## src/rtl/cordic_table_loader_pkg.sv

```systemverilog
// Shared types and constants for the DDFS amplitude-table loader and its packer.
// IDX_W and DATA_W are shared with the DDFS core's table write port. Optional checksum: CORDIC_TABLE_CHECKSUM_EN.
package cordic_table_loader_pkg;

   localparam int DEPTH_DEF  = 64;
   localparam int WORD_W_DEF = 16;
   localparam int WPE_DEF    = 3;
   localparam int IDX_W      = 6;
   localparam int DATA_W     = WORD_W_DEF * WPE_DEF;

   typedef enum logic [2:0] {
      ST_IDLE    = 3'd0,
      ST_COLLECT = 3'd1,
      ST_WRITE   = 3'd2,
      ST_READY   = 3'd3
`ifdef CORDIC_TABLE_CHECKSUM_EN
      , ST_CHECK = 3'd4
`endif
   } state_t;

   function automatic logic [IDX_W-1:0] last_index(input int depth);
      return IDX_W'(depth - 1);
   endfunction

endpackage

```

## src/rtl/cordic_word_packer.sv

```systemverilog
// Packs WPE stream words MSB-first into one table entry; entry_full flags the completing word combinationally.
// Completed entry is registered and held until the next entry completes; clr drops any partial entry.
module cordic_word_packer
   import cordic_table_loader_pkg::*;
#(
   parameter int WORD_W = WORD_W_DEF,
   parameter int WPE    = WPE_DEF
) (
   input  logic                    clk,
   input  logic                    rst,
   input  logic                    clr,
   input  logic                    shift,
   input  logic [WORD_W-1:0]       din,
   output logic [WORD_W*WPE-1:0]   entry,
   output logic                    entry_full
);

   localparam int ACC_W = WORD_W * (WPE - 1);
   localparam int CNT_W = $clog2(WPE);

   logic [ACC_W-1:0] acc;
   logic [CNT_W-1:0] cnt;

   assign entry_full = shift && (cnt == CNT_W'(WPE - 1));

   // acc only holds the leading WPE-1 words; the final word goes straight into entry
   always_ff @(posedge clk or posedge rst) begin
      if (rst) begin
         acc   <= '0;
         cnt   <= '0;
         entry <= '0;
      end else if (clr) begin
         acc <= '0;
         cnt <= '0;
      end else if (shift) begin
         if (entry_full) begin
            entry <= {acc, din};
            cnt   <= '0;
         end else begin
            acc <= (acc << WORD_W) | ACC_W'(din);
            cnt <= cnt + 1'b1;
         end
      end
   end

endmodule

```

## src/rtl/cordic_table_loader.sv

```systemverilog
// Loads the DDFS amplitude table from a 16-bit word stream, one wen per 3-word entry, then raises cen.
// 4 cycles minimum per entry; s_ready low in WRITE and in the start cycle. Optional checksum: CORDIC_TABLE_CHECKSUM_EN.
module cordic_table_loader
   import cordic_table_loader_pkg::*;
#(
   parameter int DEPTH  = DEPTH_DEF,
   parameter int WORD_W = WORD_W_DEF,
   parameter int WPE    = WPE_DEF
) (
   input  logic                    clk,
   input  logic                    reset,
   input  logic                    start,
   input  logic                    s_valid,
   input  logic [WORD_W-1:0]       s_data,
   output logic                    s_ready,
   output logic                    wen,
   output logic [IDX_W-1:0]        index_wri,
   output logic [WORD_W*WPE-1:0]   D,
   output logic                    cen,
   output logic                    busy,
   output logic                    done,
   output logic                    err
);

   state_t            state;
   state_t            state_nxt;
   logic [IDX_W-1:0]  idx;
   logic              hs;
   logic              pack_shift;
   logic              entry_full;
   logic              last_entry;
   logic              done_nxt;

`ifdef CORDIC_TABLE_CHECKSUM_EN
   logic [WORD_W-1:0] sum;
   logic              err_q;
`endif

   // start blocks the handshake so a restart never swallows a word
`ifdef CORDIC_TABLE_CHECKSUM_EN
   assign s_ready = !start && ((state == ST_COLLECT) || (state == ST_CHECK));
`else
   assign s_ready = !start && (state == ST_COLLECT);
`endif

   assign hs         = s_valid && s_ready;
   assign pack_shift = hs && (state == ST_COLLECT);
   assign last_entry = (idx == last_index(DEPTH));

   cordic_word_packer #(
      .WORD_W (WORD_W),
      .WPE    (WPE)
   ) u_packer (
      .clk        (clk),
      .rst        (reset),
      .clr        (start),
      .shift      (pack_shift),
      .din        (s_data),
      .entry      (D),
      .entry_full (entry_full)
   );

   always_ff @(posedge clk or posedge reset) begin
      if (reset) state <= ST_IDLE;
      else       state <= state_nxt;
   end

   always_comb begin
      state_nxt = state;
      wen       = 1'b0;
      busy      = 1'b0;
      cen       = 1'b0;
      case (state)
         ST_IDLE: begin
            if (start) state_nxt = ST_COLLECT;
         end
         ST_COLLECT: begin
            busy = 1'b1;
            if (start)           state_nxt = ST_COLLECT;
            else if (entry_full) state_nxt = ST_WRITE;
         end
         ST_WRITE: begin
            busy = 1'b1;
            wen  = 1'b1;
            if (start)           state_nxt = ST_COLLECT;
`ifdef CORDIC_TABLE_CHECKSUM_EN
            else if (last_entry) state_nxt = ST_CHECK;
`else
            else if (last_entry) state_nxt = ST_READY;
`endif
            else                 state_nxt = ST_COLLECT;
         end
`ifdef CORDIC_TABLE_CHECKSUM_EN
         ST_CHECK: begin
            busy = 1'b1;
            if (start)   state_nxt = ST_COLLECT;
            else if (hs) state_nxt = (s_data == sum) ? ST_READY : ST_IDLE;
         end
`endif
         ST_READY: begin
            cen = !start;
            if (start) state_nxt = ST_COLLECT;
         end
         default: state_nxt = ST_IDLE;
      endcase
      done_nxt = (state_nxt == ST_READY) && (state != ST_READY);
   end

   // index_wri latches the entry address as the entry completes so it holds through and after WRITE
   always_ff @(posedge clk or posedge reset) begin
      if (reset) begin
         idx       <= '0;
         index_wri <= '0;
         done      <= 1'b0;
      end else begin
         done <= done_nxt;
         if (start) begin
            idx       <= '0;
            index_wri <= '0;
         end else begin
            if (entry_full)                          index_wri <= idx;
            if ((state == ST_WRITE) && !last_entry)  idx       <= idx + 1'b1;
         end
      end
   end

`ifdef CORDIC_TABLE_CHECKSUM_EN
   always_ff @(posedge clk or posedge reset) begin
      if (reset) begin
         sum   <= '0;
         err_q <= 1'b0;
      end else if (start) begin
         sum   <= '0;
         err_q <= 1'b0;
      end else begin
         if (pack_shift)                                    sum   <= sum + s_data;
         if ((state == ST_CHECK) && hs && (s_data != sum))  err_q <= 1'b1;
      end
   end

   assign err = err_q;
`else
   assign err = 1'b0;
`endif

endmodule

```

## config.mk

```make
export PLATFORM = sky130hd
export DESIGN_NAME = cordic_table_loader
export DESIGN_NICKNAME = d
export VERILOG_FILES = /design/src/rtl/cordic_table_loader_pkg.sv /design/src/rtl/cordic_word_packer.sv /design/src/rtl/cordic_table_loader.sv
export SDC_FILE = /design/constraint.sdc
export NUM_CORES = 1
export LEC_CHECK = 0
export CELL_PAD_IN_SITES_DETAIL_PLACEMENT = 0
export CELL_PAD_IN_SITES_GLOBAL_PLACEMENT = 1
export CORE_ASPECT_RATIO = 1.4
export CORE_MARGIN = 3
export CORE_UTILIZATION = 35
export DETAILED_ROUTE_END_ITERATION = 12
export PLACE_DENSITY = 0.7
export SYNTH_ARGS = -nofsm -noshare
export SYNTH_HDL_FRONTEND = slang
export SYNTH_SLANG_ARGS = --single-unit
```

## constraint.sdc

```tcl
create_clock -name clk -period 3.78 [get_ports clk]
set_input_delay 0.756 -clock clk [delete_from_list [all_inputs] [get_ports clk]]
set_output_delay 0.756 -clock clk [all_outputs]
set_load 0.03 [all_outputs]
```

==> results.txt <==
Post-CTS Setup Bufs: 0
Least-Margin Pin Slew: 681.6 ps
Initial antenna violation count: 0
Synth async-reset ratio: 1.000
Post-synth EDFFs: 0
Crit Path Max Fanout: 4
Commonest non-fill, non-tap cells in the layout: dfrtp_1 (98), clkdlybuf4s50_1 (78), mux2_2 (46)
H-tree levels: 3
Cell total after placement: 485
Setup TNS: 0 ps
Distinct cells, synth: 37
Rel. slew slack: 0.5439
Site Rows: 45
Clk slew on worst S/H paths: 60 ps
Worst Path Required: 3020 ps
Unrepaired setup endpoints after global routing: no
Drt wl/cell: 15.67 um
DR vias/cell: 4.898
HP Class: reg -> reg
Clk_lat worst skew: 340 ps
F_max: 333.1 MHz
Critical path data arrival time: 2250 ps
CTS max path bufs: 2
DP HPWL: 5.227 mm
Via count: 2454
RR Startpoint: state[1]
Hold WS: 484.0 ps
Number of fill cells: 981
Crit start category: primary input
Avg Inst Size Synth: 14.02 um^2
Hold_buf cts: 0
Register bit total from synthesis: 98
WS Path Type: in -> out
Post-Route Utilization: 0.4745
NumNets Final: 376
PostCTS Resize Cnt: 0
Inserted Clock Buffers: 9
DRC viols: 0
Pwr Density: 426.5 nW/um^2
Placement Cell Area: 4803 um^2
Area added between synthesis and finish: 32.30%
Cell Area, Synth: 3897 um^2
Die Wd: 95.19 um
Worst VDD drop: 0.2339 mV
Global-route wire length before repair: 12.94 mm
Met3 usage: 0.03780
Final hold viol count: 0
Gr ovfl total: 0
I/O pins: 80
Top_reg_cell synth: dfrtp_1
Min Tclk post-route: 3002 ps
Final Skew: 3.427 ps
Fin crit share: 0.7943
Synthesized netlist cell count: 278
TritonCTS sink count: 98
Final WL: 7.849 mm
CTS tree: done
Setup violators final: 0
Most common cell after layout, fill and taps aside: dfrtp_1
Gr usage total: 0.1352
Syn. warnings: 0
Fraction of layout cells with a size suffix above 1: 0.2250
Critical Path Start: start
Starting Density: 0.3587
Max-cap viol count: 0
Routability Congestion: 0.8244
Sequential cell area fraction in the yosys report: 0.6292
Full die area: 12460 um^2
Largest net degree at the start of global routing: 54
Root Driver: clkbuf_16
Final instance area: 5156 um^2
Detailed Route Iter0 Violations: 95
Busiest metal layer after global routing: met2
Vias in the first global route: 2559
Routed Antenna Nets: 0
Max Transition Viols Final: 0
Chip height: 130.9 um
Drt pass-1 iters: 4
Status: complete, no violations
Worst hold path startpoint: u_packer.entry[4]
Met1 Usage GRT: 0.1672
Static Leakage: 2.362 nW
GRT met2 Usage: 0.2198
# diodes: 0
# port buffers: 78
Final Non-Filler Cells: 501
Crit. End Element: output pin
Placeable Area: 10870 um^2
## cells by family (layout without fill, tap and decap cells)
| logic type | count (synthesis) | count (layout) | share of synthesized area |
|---|---|---|---|
| AND/OR/NAND/NOR | 48 | 48 | 0.06902 |
| other | 1 | 2 | 0.0009622 |
| flip-flops | 98 | 98 | 0.6292 |
| adder cells (fa/ha/maj) | 1 | 1 | 0.003210 |
| multiplexers | 50 | 50 | 0.1441 |
| XOR/XNOR | 2 | 2 | 0.004495 |
| buffers and inverters | 22 | 103 | 0.03981 |
| AO/OA/AOI/OAI | 56 | 56 | 0.1091 |
## flip-flops by register name (all words and copies together) (netlist names)
| name | cells |
|---|---|
| u_packer.entry | 48 |
| u_packer.acc | 32 |
| idx | 6 |
| index_wri | 6 |
| state | 3 |
| u_packer.cnt | 2 |
| done | 1 |
## metrics by stage
step | setup slack, ps | power (mW)
floorplan | 461.9 | 1.130
global placement | 781.8 | 1.170
detailed placement | 770.2 | 1.171
CTS | 768.8 | 2.238
global route | 711.5 | 2.288
finish | 777.6 | 2.199
## final cells by class
type	instances	area, um^2	area share
well taps	141	176.4	0.03421
repair buffers	84	863.3	0.1674
flip-flops and latches	98	2452	0.4756
inverters	3	13.76	0.002669
clock buffers	10	239.0	0.04635
multi-input cells	159	1297	0.2516
clock inverters	6	113.9	0.02208
## critical path, stage by stage
cell	delay, ps
clkdlybuf4s50_1	470
nor4b_4	290
clkdlybuf4s50_1	730
## cells in the mapped netlist, types with 2 or more instances
master,instances,area (um^2)
dfrtp_1,98,2452
nand3_1,5,25.02
mux2_1,3,33.78
a21bo_2,8,80.08
mux2_2,46,518.0
nor3_1,3,15.01
nor2b_1,3,18.77
and3_1,3,18.77
buf_6,6,67.56
buf_2,4,20.02
o21ai_0,15,75.07
nor2_1,8,30.03
nand2b_1,5,31.28
a21oi_1,4,20.02
clkbuf_1,3,11.26
a211oi_1,2,15.01
inv_1,3,11.26
nand2_1,13,48.80
a22o_1,23,201.4
buf_4,6,45.04
## power by group
part | switching (mW) | internal, mW | leakage [nW] | total [mW]
Clock | 0.386 | 0.666 | 0.165 | 1.05
Combinational | 0.0490 | 0.0345 | 0.834 | 0.0835
Sequential | 0.00835 | 1.06 | 1.36 | 1.06
## per-layer routing
metal | wire (um) | vias to the layer above
li1 | - | 1148
met1 | 3288 | 1238
met2 | 4041 | 56
met3 | 373 | 12
met4 | 145 | 0
met5 | 0 | -
## final timing paths
path / to / slack [ps] / cells past startpoint
setup / recovery: s_ready / 780 / 3
hold / removal: u_packer.entry[4] / 480 / 1
setup reg to reg: u_packer.entry[25] / 1610 / 4
hold reg to reg: u_packer.entry[4] / 480 / 1
max in group asynchronous: u_packer.entry[24] / 2220 / 3
min in group asynchronous: index_wri[5] / 880 / 2
No activity file was read; power rests on OpenSTA's default activity.
